===== src/rtl/backend_pipe_ctrl_pkg.sv =====
// Shared types and helpers for the backend stall/clear sequencer.
// Vectors are indexed {m2, m1, ex} per pipe, pipe 0 = main, pipe 1 = sub.
package backend_pipe_ctrl_pkg;

  localparam int unsigned NumPipes  = 2;
  localparam int unsigned NumStages = 3;

  localparam int unsigned StageEx = 0;
  localparam int unsigned StageM1 = 1;
  localparam int unsigned StageM2 = 2;

  typedef enum logic [1:0] {
    StRun,
    StHold,
    StRedir
  } pipe_ctrl_state_t;

  typedef logic [NumStages-1:0] stage_vec_t;
  typedef stage_vec_t [NumPipes-1:0] pipe_vec_t;

  // A stall in any stage also freezes every older-numbered stage behind it.
  function automatic stage_vec_t merge_stall(input pipe_vec_t req);
    stage_vec_t any_req;
    stage_vec_t s;
    any_req = req[0] | req[1];
    s[StageM2] = any_req[StageM2];
    s[StageM1] = any_req[StageM2] | any_req[StageM1];
    s[StageEx] = |any_req;
    return s;
  endfunction

  // Bubble into stage k+1 only if that stage actually advances.
  function automatic stage_vec_t clr_gate(input stage_vec_t s);
    return ~{s[StageM2], s[StageM2], s[StageM1]};
  endfunction

endpackage


===== src/rtl/sat_counter.sv =====
// Saturating event counter with asynchronous active-low reset.
// Holds at all-ones once reached.
module sat_counter #(
  parameter int unsigned CNT_W = 32
) (
  input  logic             clk,
  input  logic             rst_n,
  input  logic             inc_i,
  output logic [CNT_W-1:0] cnt_o
);

  logic [CNT_W-1:0] cnt_q, cnt_d;

  always_comb begin
    cnt_d = cnt_q;
    if (inc_i && (cnt_q != '1)) begin
      cnt_d = cnt_q + CNT_W'(1);
    end
  end

  always_ff @(posedge clk or negedge rst_n) begin
    if (!rst_n) begin
      cnt_q <= '0;
    end else begin
      cnt_q <= cnt_d;
    end
  end

  assign cnt_o = cnt_q;

endmodule


===== src/rtl/backend_pipe_ctrl.sv =====
// Central stall/clear sequencer for the main and sub backend pipelines.
// Merges stall requests, orders ex flushes and m2 redirects, and counts events.
module backend_pipe_ctrl
  import backend_pipe_ctrl_pkg::*;
#(
  parameter int unsigned CNT_W     = 32,
  parameter int unsigned REDIR_GAP = 1
) (
  input  logic                 clk,
  input  logic                 rst_n,
  input  logic [1:0][2:0]      stall_req_i,
  input  logic [1:0]           ex_clr_req_i,
  input  logic [1:0]           m2_clr_req_i,
  input  logic [1:0]           m2_clr_excl_self_i,
  input  logic [1:0][3:0]      revert_i,
  output logic [1:0][2:0]      stall_vec_o,
  output logic [1:0][2:0]      clr_vec_o,
  output logic                 issue_allow_o,
  output logic                 fe_flush_o,
  output logic                 fe_stall_o,
  output logic [CNT_W-1:0]     perf_stall_o,
  output logic [CNT_W-1:0]     perf_exflush_o,
  output logic [CNT_W-1:0]     perf_redir_o
);

  localparam int unsigned    GapW    = $clog2(REDIR_GAP + 1);
  localparam logic [GapW-1:0] GapLoad = GapW'(REDIR_GAP);

  pipe_ctrl_state_t state_q, state_d;
  logic [GapW-1:0]  gap_q, gap_d;
  logic             pend_young_q, pend_young_d;

  stage_vec_t s;
  pipe_vec_t  clr;
  logic       redir;
  logic       ex_req;
  logic       ex_young;
  logic       ex_apply;
  logic       ex_peer_clr;
  logic       fe_flush;
  logic       unused_in;

  // Only pipe 0 raises flushes; the remaining bits carry no information here.
  assign unused_in = ^{ex_clr_req_i[1], m2_clr_req_i[1], m2_clr_excl_self_i[1],
                       revert_i[1], revert_i[0][3], revert_i[0][StageM1]};

  assign s        = merge_stall(stall_req_i);
  assign redir    = m2_clr_req_i[0] & ~s[StageM2];
  assign ex_req   = ex_clr_req_i[0];
  assign ex_young = ~revert_i[0][StageEx];

  // Ex flushes are dropped in REDIR: everything younger than m2 is already gone.
  always_comb begin
    ex_apply    = 1'b0;
    ex_peer_clr = 1'b0;
    unique case (state_q)
      StRun: begin
        ex_apply    = ex_req & ~s[StageEx] & ~redir;
        ex_peer_clr = ex_young;
      end
      StHold: begin
        ex_apply    = ~s[StageEx] & ~redir;
        ex_peer_clr = pend_young_q | (ex_req & ex_young);
      end
      default: ;
    endcase
  end

  always_ff @(posedge clk or negedge rst_n) begin
    if (!rst_n) begin
      state_q      <= StRun;
      gap_q        <= '0;
      pend_young_q <= 1'b0;
    end else begin
      state_q      <= state_d;
      gap_q        <= gap_d;
      pend_young_q <= pend_young_d;
    end
  end

  always_comb begin
    state_d      = state_q;
    gap_d        = gap_q;
    pend_young_d = pend_young_q;
    if (redir) begin
      state_d      = StRedir;
      gap_d        = GapLoad;
      pend_young_d = 1'b0;
    end else begin
      unique case (state_q)
        StRun: begin
          if (ex_req && s[StageEx]) begin
            state_d      = StHold;
            pend_young_d = ex_young;
          end
        end
        StHold: begin
          if (!s[StageEx]) begin
            state_d      = StRun;
            pend_young_d = 1'b0;
          end else if (ex_req) begin
            pend_young_d = pend_young_q | ex_young;
          end
        end
        StRedir: begin
          if (gap_q <= GapW'(1)) begin
            state_d = StRun;
            gap_d   = '0;
          end else begin
            gap_d = gap_q - GapW'(1);
          end
        end
        default: state_d = StRun;
      endcase
    end
  end

  always_comb begin
    clr = '0;
    if (redir) begin
      clr[0] = {m2_clr_excl_self_i[0], 2'b11};
      clr[1] = {~revert_i[0][StageM2], 2'b11};
    end else if (ex_apply) begin
      clr[1][StageEx] = ex_peer_clr;
    end
    clr[0]   = clr[0] & clr_gate(s);
    clr[1]   = clr[1] & clr_gate(s);
    fe_flush = redir | ex_apply;

    stall_vec_o   = '0;
    clr_vec_o     = '0;
    issue_allow_o = 1'b0;
    fe_flush_o    = 1'b0;
    fe_stall_o    = 1'b0;
    if (rst_n) begin
      stall_vec_o   = {s, s};
      clr_vec_o     = clr;
      fe_flush_o    = fe_flush;
      fe_stall_o    = s[StageEx];
      issue_allow_o = ~s[StageEx] & (state_q == StRun) & ~fe_flush;
    end
  end

  sat_counter #(
    .CNT_W(CNT_W)
  ) u_cnt_stall (
    .clk  (clk),
    .rst_n(rst_n),
    .inc_i(s[StageEx]),
    .cnt_o(perf_stall_o)
  );

  sat_counter #(
    .CNT_W(CNT_W)
  ) u_cnt_exflush (
    .clk  (clk),
    .rst_n(rst_n),
    .inc_i(ex_apply),
    .cnt_o(perf_exflush_o)
  );

  sat_counter #(
    .CNT_W(CNT_W)
  ) u_cnt_redir (
    .clk  (clk),
    .rst_n(rst_n),
    .inc_i(redir),
    .cnt_o(perf_redir_o)
  );

endmodule


===== config.mk =====
export PLATFORM = sky130hd
export DESIGN_NAME = backend_pipe_ctrl
export DESIGN_NICKNAME = d
export VERILOG_FILES = /design/src/rtl/backend_pipe_ctrl_pkg.sv /design/src/rtl/sat_counter.sv /design/src/rtl/backend_pipe_ctrl.sv
export SDC_FILE = /design/constraint.sdc
export NUM_CORES = 1
export LEC_CHECK = 0
export ABC_CLOCK_PERIOD_IN_PS = 6000
export CAP_MARGIN = 20
export CORE_UTILIZATION = 53
export DETAILED_ROUTE_END_ITERATION = 10
export GPL_TIMING_DRIVEN = 0
export PLACE_DENSITY = 0.87
export SETUP_SLACK_MARGIN = 0.15
export SYNTH_ARGS = -nofsm -noshare
export SYNTH_HDL_FRONTEND = slang
export SYNTH_SLANG_ARGS = --single-unit

===== constraint.sdc =====
create_clock -name clk -period 6 [get_ports clk]
set_input_delay 0.6 -clock clk [delete_from_list [all_inputs] [get_ports clk]]
set_output_delay 0.6 -clock clk [all_outputs]
set_load 0.01 [all_outputs]

Word-level counts from Yosys, hierarchy flattened --
Index checks and enable logic that the tools add are counted.
Cells by class: eq/ne operators 9, order comparisons 1, reductions and logical operators 10, mux-type cells 24, add/sub/neg operators 4, bitwise gates (word level) 21
Operators by type and width (number):
- 32-bit by 1-bit adder with 32-bit output (second input constant) | 3
- 32-bit != test (second input constant) | 3
- 1-bit two-way mux | 12
- 6-bit two-way mux | 2
- 2-bit two-way mux | 5
- 3-bit != test (second input constant) | 3
- 1-bit bitwise AND | 7
- 3-bit bitwise AND | 2
- 1-bit NOT | 6
- 1-bit case mux with 2 select lines | 3
- 2-bit case mux with 3 select lines | 1
- 3-bit AND reduction | 2
- 1-bit logical AND | 4
- 4-bit != test (second input constant) | 1
- 1-bit OR | 4
- 3-bit two-way mux | 1
- 3-bit NOT | 1
- 3-bit OR | 1
- 3-bit nonzero test | 1
- 3-bit OR reduction | 1
- 2-bit by 1-bit equality test with 1-bit output (second input constant) | 1
- 2-bit equality test (second input constant) | 1
- 2-bit zero test | 1
- 2-bit nonzero test | 1
- other kinds (2) | 2
Word-level totals: input port bits 22, register bits 100, output and inout bits 111, logic and storage cells 75

Logic depth before layout (Yosys ltp) --
depth in word-level cells 10, depth in mapped cells 7, gate-level depth less buffers 6

By module --
From an unflattened synthesis, not the netlist that was laid out.
Unflattened totals: cells, all modules 493, area total of the unflattened synthesis 5221.3 um^2
Modules (own cells, without submodules):
- sat_counter | area an instance 1624.1 um^2, instances 3, cells an instance 151, seq. area each 800.8 um^2
- backend_pipe_ctrl | area an instance 349.1 um^2, instances 1, cells an instance 40, seq. area each 75.1 um^2

Least setup slack after synthesis --
Ideal clock, no wire load.
path kind input to output, start point input port stall_req_i[5] (netlist bit), end point output port clr_vec_o[3] (netlist bit), arrival 1895 ps, path buffers 2, data required time 5400 ps, stages 5, path slack 3505 ps, cell sequence or3b_1 -> buf_2 -> buf_2 -> a21boi_0 -> and3_1
RTL lines:
- from (decl) | RTL line backend_pipe_ctrl.sv:11 | input logic [1:0][2:0] stall_req_i,
- to (decl) | RTL line backend_pipe_ctrl.sv:17 | output logic [1:0][2:0] clr_vec_o,

==> impl_metrics.xml <==
<?xml version="1.0" encoding="UTF-8"?>
<metrics>
  <group name="global_route">
    <metric name="grt_first_pass_wirelength" unit="mm">20.25</metric>
    <metric name="first_global_vias" unit="">4118</metric>
    <metric name="groute.usage.overall" unit="">0.2573</metric>
    <metric name="grt_start_max_net_pins" unit="">75</metric>
    <metric name="global_route.overflow_total" unit="">0</metric>
    <metric name="grt_antenna_before_repair" unit="">0</metric>
  </group>
  <group name="detailed_routing">
    <metric name="ant_nets" unit="">0</metric>
    <metric name="detail_route.drc_violations" unit="">0</metric>
    <metric name="route.final.wire_length" unit="mm">12.12</metric>
    <metric name="vias" unit="">4258</metric>
    <metric name="dr.first_iter.drc_count" unit="">174</metric>
    <metric name="viasPerCell" unit="">5.670</metric>
    <metric name="routedWlPerCell" unit="um">16.14</metric>
    <metric name="drtPass1Iterations" unit="">4</metric>
  </group>
  <group name="power_and_ir_drop">
    <metric name="seq_power_share" unit="">0.522</metric>
    <metric name="power_leakage" unit="uW">0.002821</metric>
    <metric name="combPwrFrac" unit="">0.186</metric>
    <metric name="powerDensity" unit="nW/um2">224.8</metric>
    <metric name="vdd_drop_max" unit="mV">0.1569</metric>
    <metric name="swShare" unit="">0.2833</metric>
    <metric name="clockPowerShare" unit="">0.292</metric>
    <metric name="cell_internal_pwr" unit="uW">1074</metric>
    <metric name="p_switching" unit="uW">424.4</metric>
  </group>
  <group name="die">
    <metric name="placement_rows" unit="">35</metric>
    <metric name="die_y" unit="um">99.54</metric>
    <metric name="floorplan.io_pins" unit="">133</metric>
    <metric name="floorplan.die_area" unit="um2">9908</metric>
    <metric name="design.core.area" unit="um2">9240</metric>
    <metric name="initial_standard_cell_utilization_of_the_core" unit="">0.5457</metric>
    <metric name="die-width" unit="um">99.54</metric>
  </group>
  <group name="placement">
    <metric name="place_hpwl" unit="mm">8.986</metric>
    <metric name="gp_congestion" unit="">0.8663</metric>
    <metric name="pre_cts_ws" unit="ns">2.376</metric>
    <metric name="placed_area" unit="um2">6460</metric>
    <metric name="placedCellCount" unit="">735</metric>
    <metric name="numPortBuffers" unit="">123</metric>
  </group>
  <group name="timing">
    <metric name="finalWorstSetupSlack" unit="ns">2.358</metric>
    <metric name="tightest_slew" unit="ns">0.5852</metric>
    <metric name="final.setup.tns" unit="ns">0</metric>
    <metric name="setup_viol_count_final" unit="">0</metric>
    <metric name="final-max-slew-violation-count" unit="">0</metric>
    <metric name="fmax" unit="MHz">274.6</metric>
    <metric name="worst_hold_slack" unit="ns">0.1744</metric>
    <metric name="timing_hold_violations_final" unit="">0</metric>
    <metric name="final_period_minus_worst_setup_slack" unit="ns">3.642</metric>
    <metric name="min_period_over_period" unit="">0.6070</metric>
    <metric name="grt_setup_unrepaired" unit="">false</metric>
    <metric name="final.setup_skew" unit="ns">0.01801</metric>
    <metric name="max_slew_margin" unit="">0.6070</metric>
  </group>
  <group name="setup_path">
    <metric name="setup.worst_path.end_class" unit="">output port</metric>
    <metric name="critical_path.top_delay_family" unit="">simple AND/OR/NAND/NOR gates</metric>
    <metric name="crit_path_max_incr_delay" unit="ns">0.56</metric>
    <metric name="cell_chain_critical_path" unit="">clkdlybuf4s50_1 &gt; nor4_4 &gt; nand4_4 &gt; a21boi_0 &gt; and3_1 &gt; clkdlybuf4s50_1</metric>
    <metric name="cp.required" unit="ns">5.40</metric>
    <metric name="worst_setup_path_start_kind" unit="">input pin</metric>
    <metric name="crit_fanout" unit="">8</metric>
    <metric name="most_common_cell_on_crit_path" unit="">sky130_fd_sc_hd__clkdlybuf4s50_1</metric>
    <metric name="endpoint_arrival_time_on_the_critical_path" unit="ns">3.04</metric>
    <metric name="path_buf_inv" unit="">2</metric>
    <metric name="critPathKind" unit="">input pin to output port</metric>
    <metric name="critical-path-slowest-cell" unit="">sky130_fd_sc_hd__nor4_4</metric>
  </group>
  <group name="cts">
    <metric name="cts.hold.buffers_added" unit="">0</metric>
    <metric name="clock_path_buffers" unit="">2</metric>
    <metric name="insertion_delay" unit="ns">0.36</metric>
    <metric name="cts_buffers" unit="">9</metric>
    <metric name="count_of_cells_resized_by_post_cts_repair" unit="">0</metric>
    <metric name="clockRootBuffer" unit="">sky130_fd_sc_hd__clkbuf_8</metric>
    <metric name="tritoncts" unit="">yes</metric>
    <metric name="post-cts-setup-buffer-count" unit="">0</metric>
    <metric name="total_number_of_h_tree_levels" unit="">3</metric>
    <metric name="cts_sinks" unit="">99</metric>
    <metric name="cts.clk_slew.worst_paths" unit="ns">0.10</metric>
  </group>
  <group name="synth">
    <metric name="yosys_most_used_dff" unit="">sky130_fd_sc_hd__dfrtp_1</metric>
    <metric name="synth_warnings" unit="">0</metric>
    <metric name="synthCells" unit="">482</metric>
    <metric name="synth_seq_cells" unit="">99</metric>
    <metric name="synth_area_per_cell" unit="um2">10.46</metric>
    <metric name="yosys.area.top_type_share" unit="">0.4913</metric>
    <metric name="yosys.cell_types.count" unit="">52</metric>
    <metric name="synth_enable_flop_cells" unit="">0</metric>
    <metric name="asyncSetResetFlopFracSynth" unit="">1.000</metric>
    <metric name="register_area_share_after_synthesis" unit="">0.4913</metric>
    <metric name="synthesis.nets" unit="">507</metric>
    <metric name="netlist_top_cells_area" unit="">sky130_fd_sc_hd__dfrtp_1 49%, sky130_fd_sc_hd__xnor2_1 9.9%, sky130_fd_sc_hd__nand4_1 5.2%</metric>
    <metric name="post_synthesis_instance_area" unit="um2">5042</metric>
    <metric name="synth_top_area_cell" unit="">sky130_fd_sc_hd__dfrtp_1</metric>
  </group>
  <group name="cells_and_area">
    <metric name="final_cell_mix" unit="">122 x sky130_fd_sc_hd__clkdlybuf4s50_1, 99 x sky130_fd_sc_hd__dfrtp_1, 57 x sky130_fd_sc_hd__xnor2_1</metric>
    <metric name="area_growth" unit="%">32.16</metric>
    <metric name="proportion_of_layout_cells_with_a_drive_suffix_above_1" unit="">0.07235</metric>
    <metric name="stdcell_area" unit="um2">6664</metric>
    <metric name="antenna_cells" unit="">0</metric>
    <metric name="nNetsFinal" unit="">642</metric>
    <metric name="layout.cells.non_filler" unit="">751</metric>
    <metric name="layout.cells.most_common" unit="">sky130_fd_sc_hd__clkdlybuf4s50_1</metric>
  </group>
  <group name="job">
    <metric name="count_of_maximum_capacitance_violations" unit="">0</metric>
  </group>
  <group name="worst_hold_path">
    <metric name="class_of_the_tightest_hold_or_removal_check" unit="">input pin to asynchronous set/reset pin</metric>
  </group>
  <group name="outcome">
    <metric name="run_status" unit="">finished, final reports clean</metric>
  </group>
</metrics>
path summary, 6_finish.rpt:
check,from,endpoint,slack [ns],cells past startpoint
worst min-delay path,rst_n,u_cnt_stall.cnt_o[28],0.17,1
worst max-delay path,stall_req_i[5],clr_vec_o[3],2.36,6
min in group clk,u_cnt_stall.cnt_o[13],u_cnt_stall.cnt_o[13],0.49,1
worst max register to register,u_cnt_exflush.cnt_o[0],u_cnt_exflush.cnt_o[22],3.69,6
max in group asynchronous,rst_n,u_cnt_redir.cnt_o[0],5.13,2
worst min register to register,u_cnt_stall.cnt_o[13],u_cnt_stall.cnt_o[13],0.49,1
per-stage QoR:
| stage | utilization | total power (uW) |
|---|---|---|
| 2_1_floorplan | - | 907.3 |
| 3_3_place_gp | 0.6964 | 1057 |
| 3_5_place_dp | 0.6991 | 1073 |
| 6_report | 0.7212 | 1498 |
| 4_1_cts | 0.7212 | 1505 |
| 5_1_grt | 0.7212 | 1575 |
flip-flops by register name, indices dropped and copies added (netlist names):
name	cells
u_cnt_exflush.cnt_o	32
u_cnt_redir.cnt_o	32
u_cnt_stall.cnt_o	32
state_q	2
pend_young_q	1
synth_stat cells, types with 4 or more instances:
library cell,n
sky130_fd_sc_hd__nand2_1,42
sky130_fd_sc_hd__mux2_2,5
sky130_fd_sc_hd__and4_1,14
sky130_fd_sc_hd__a31oi_1,4
sky130_fd_sc_hd__nand4_1,42
sky130_fd_sc_hd__and2_1,6
sky130_fd_sc_hd__and3_1,29
sky130_fd_sc_hd__o21ai_0,6
sky130_fd_sc_hd__nand3_1,37
sky130_fd_sc_hd__xor2_1,27
sky130_fd_sc_hd__nor2_1,30
sky130_fd_sc_hd__inv_1,8
sky130_fd_sc_hd__nor3_1,10
sky130_fd_sc_hd__buf_4,6
sky130_fd_sc_hd__dfrtp_1,99
sky130_fd_sc_hd__xnor2_1,57
sky130_fd_sc_hd__a21oi_1,8
per-layer routing:
metal | vias to the layer above | share of wire | global-route usage
met5 | - | 0 | 0
met4 | 0 | 0.015 | 0.08258
met3 | 14 | 0.049 | 0.04919
met2 | 136 | 0.48 | 0.4263
met1 | 2093 | 0.45 | 0.3429
li1 | 2015 | - | -
layout make-up:
type / instances / area [um2]
buffer: 12 / 71.32
clock buffer: 11 / 141.4
clock inverter: 5 / 62.56
fill: 687 / 2576
inverter: 9 / 33.78
multi-input combinational: 362 / 2460
sequential: 99 / 2477
tap: 129 / 161.4
timing repair buffer: 124 / 1256
power groups by stage:
stage | Combinational [uW] | Clock [uW] | Sequential [uW]
after global routing | 308 | 476 | 791
after global placement | 269 | 0 | 788
after detailed placement | 281 | 0 | 793
after floorplan | 106 | 0 | 801
after CTS | 282 | 443 | 780
final | 279 | 438 | 782
cells by family (layout without fill, tap and decap cells):
| family | count (synthesis) | count (layout) | share of synthesized area |
|---|---|---|---|
| DFF | 99 | 99 | 0.4913 |
| adders and majority gates | 3 | 3 | 0.007445 |
| buffers and inverters | 21 | 161 | 0.02084 |
| xor gates and xnor gates | 84 | 84 | 0.1459 |
| AOI/OAI and AO/OA | 32 | 32 | 0.04591 |
| muxes | 8 | 8 | 0.01712 |
| and+or+nand+nor | 235 | 235 | 0.2715 |
No activity file was read; power rests on OpenSTA's default activity.
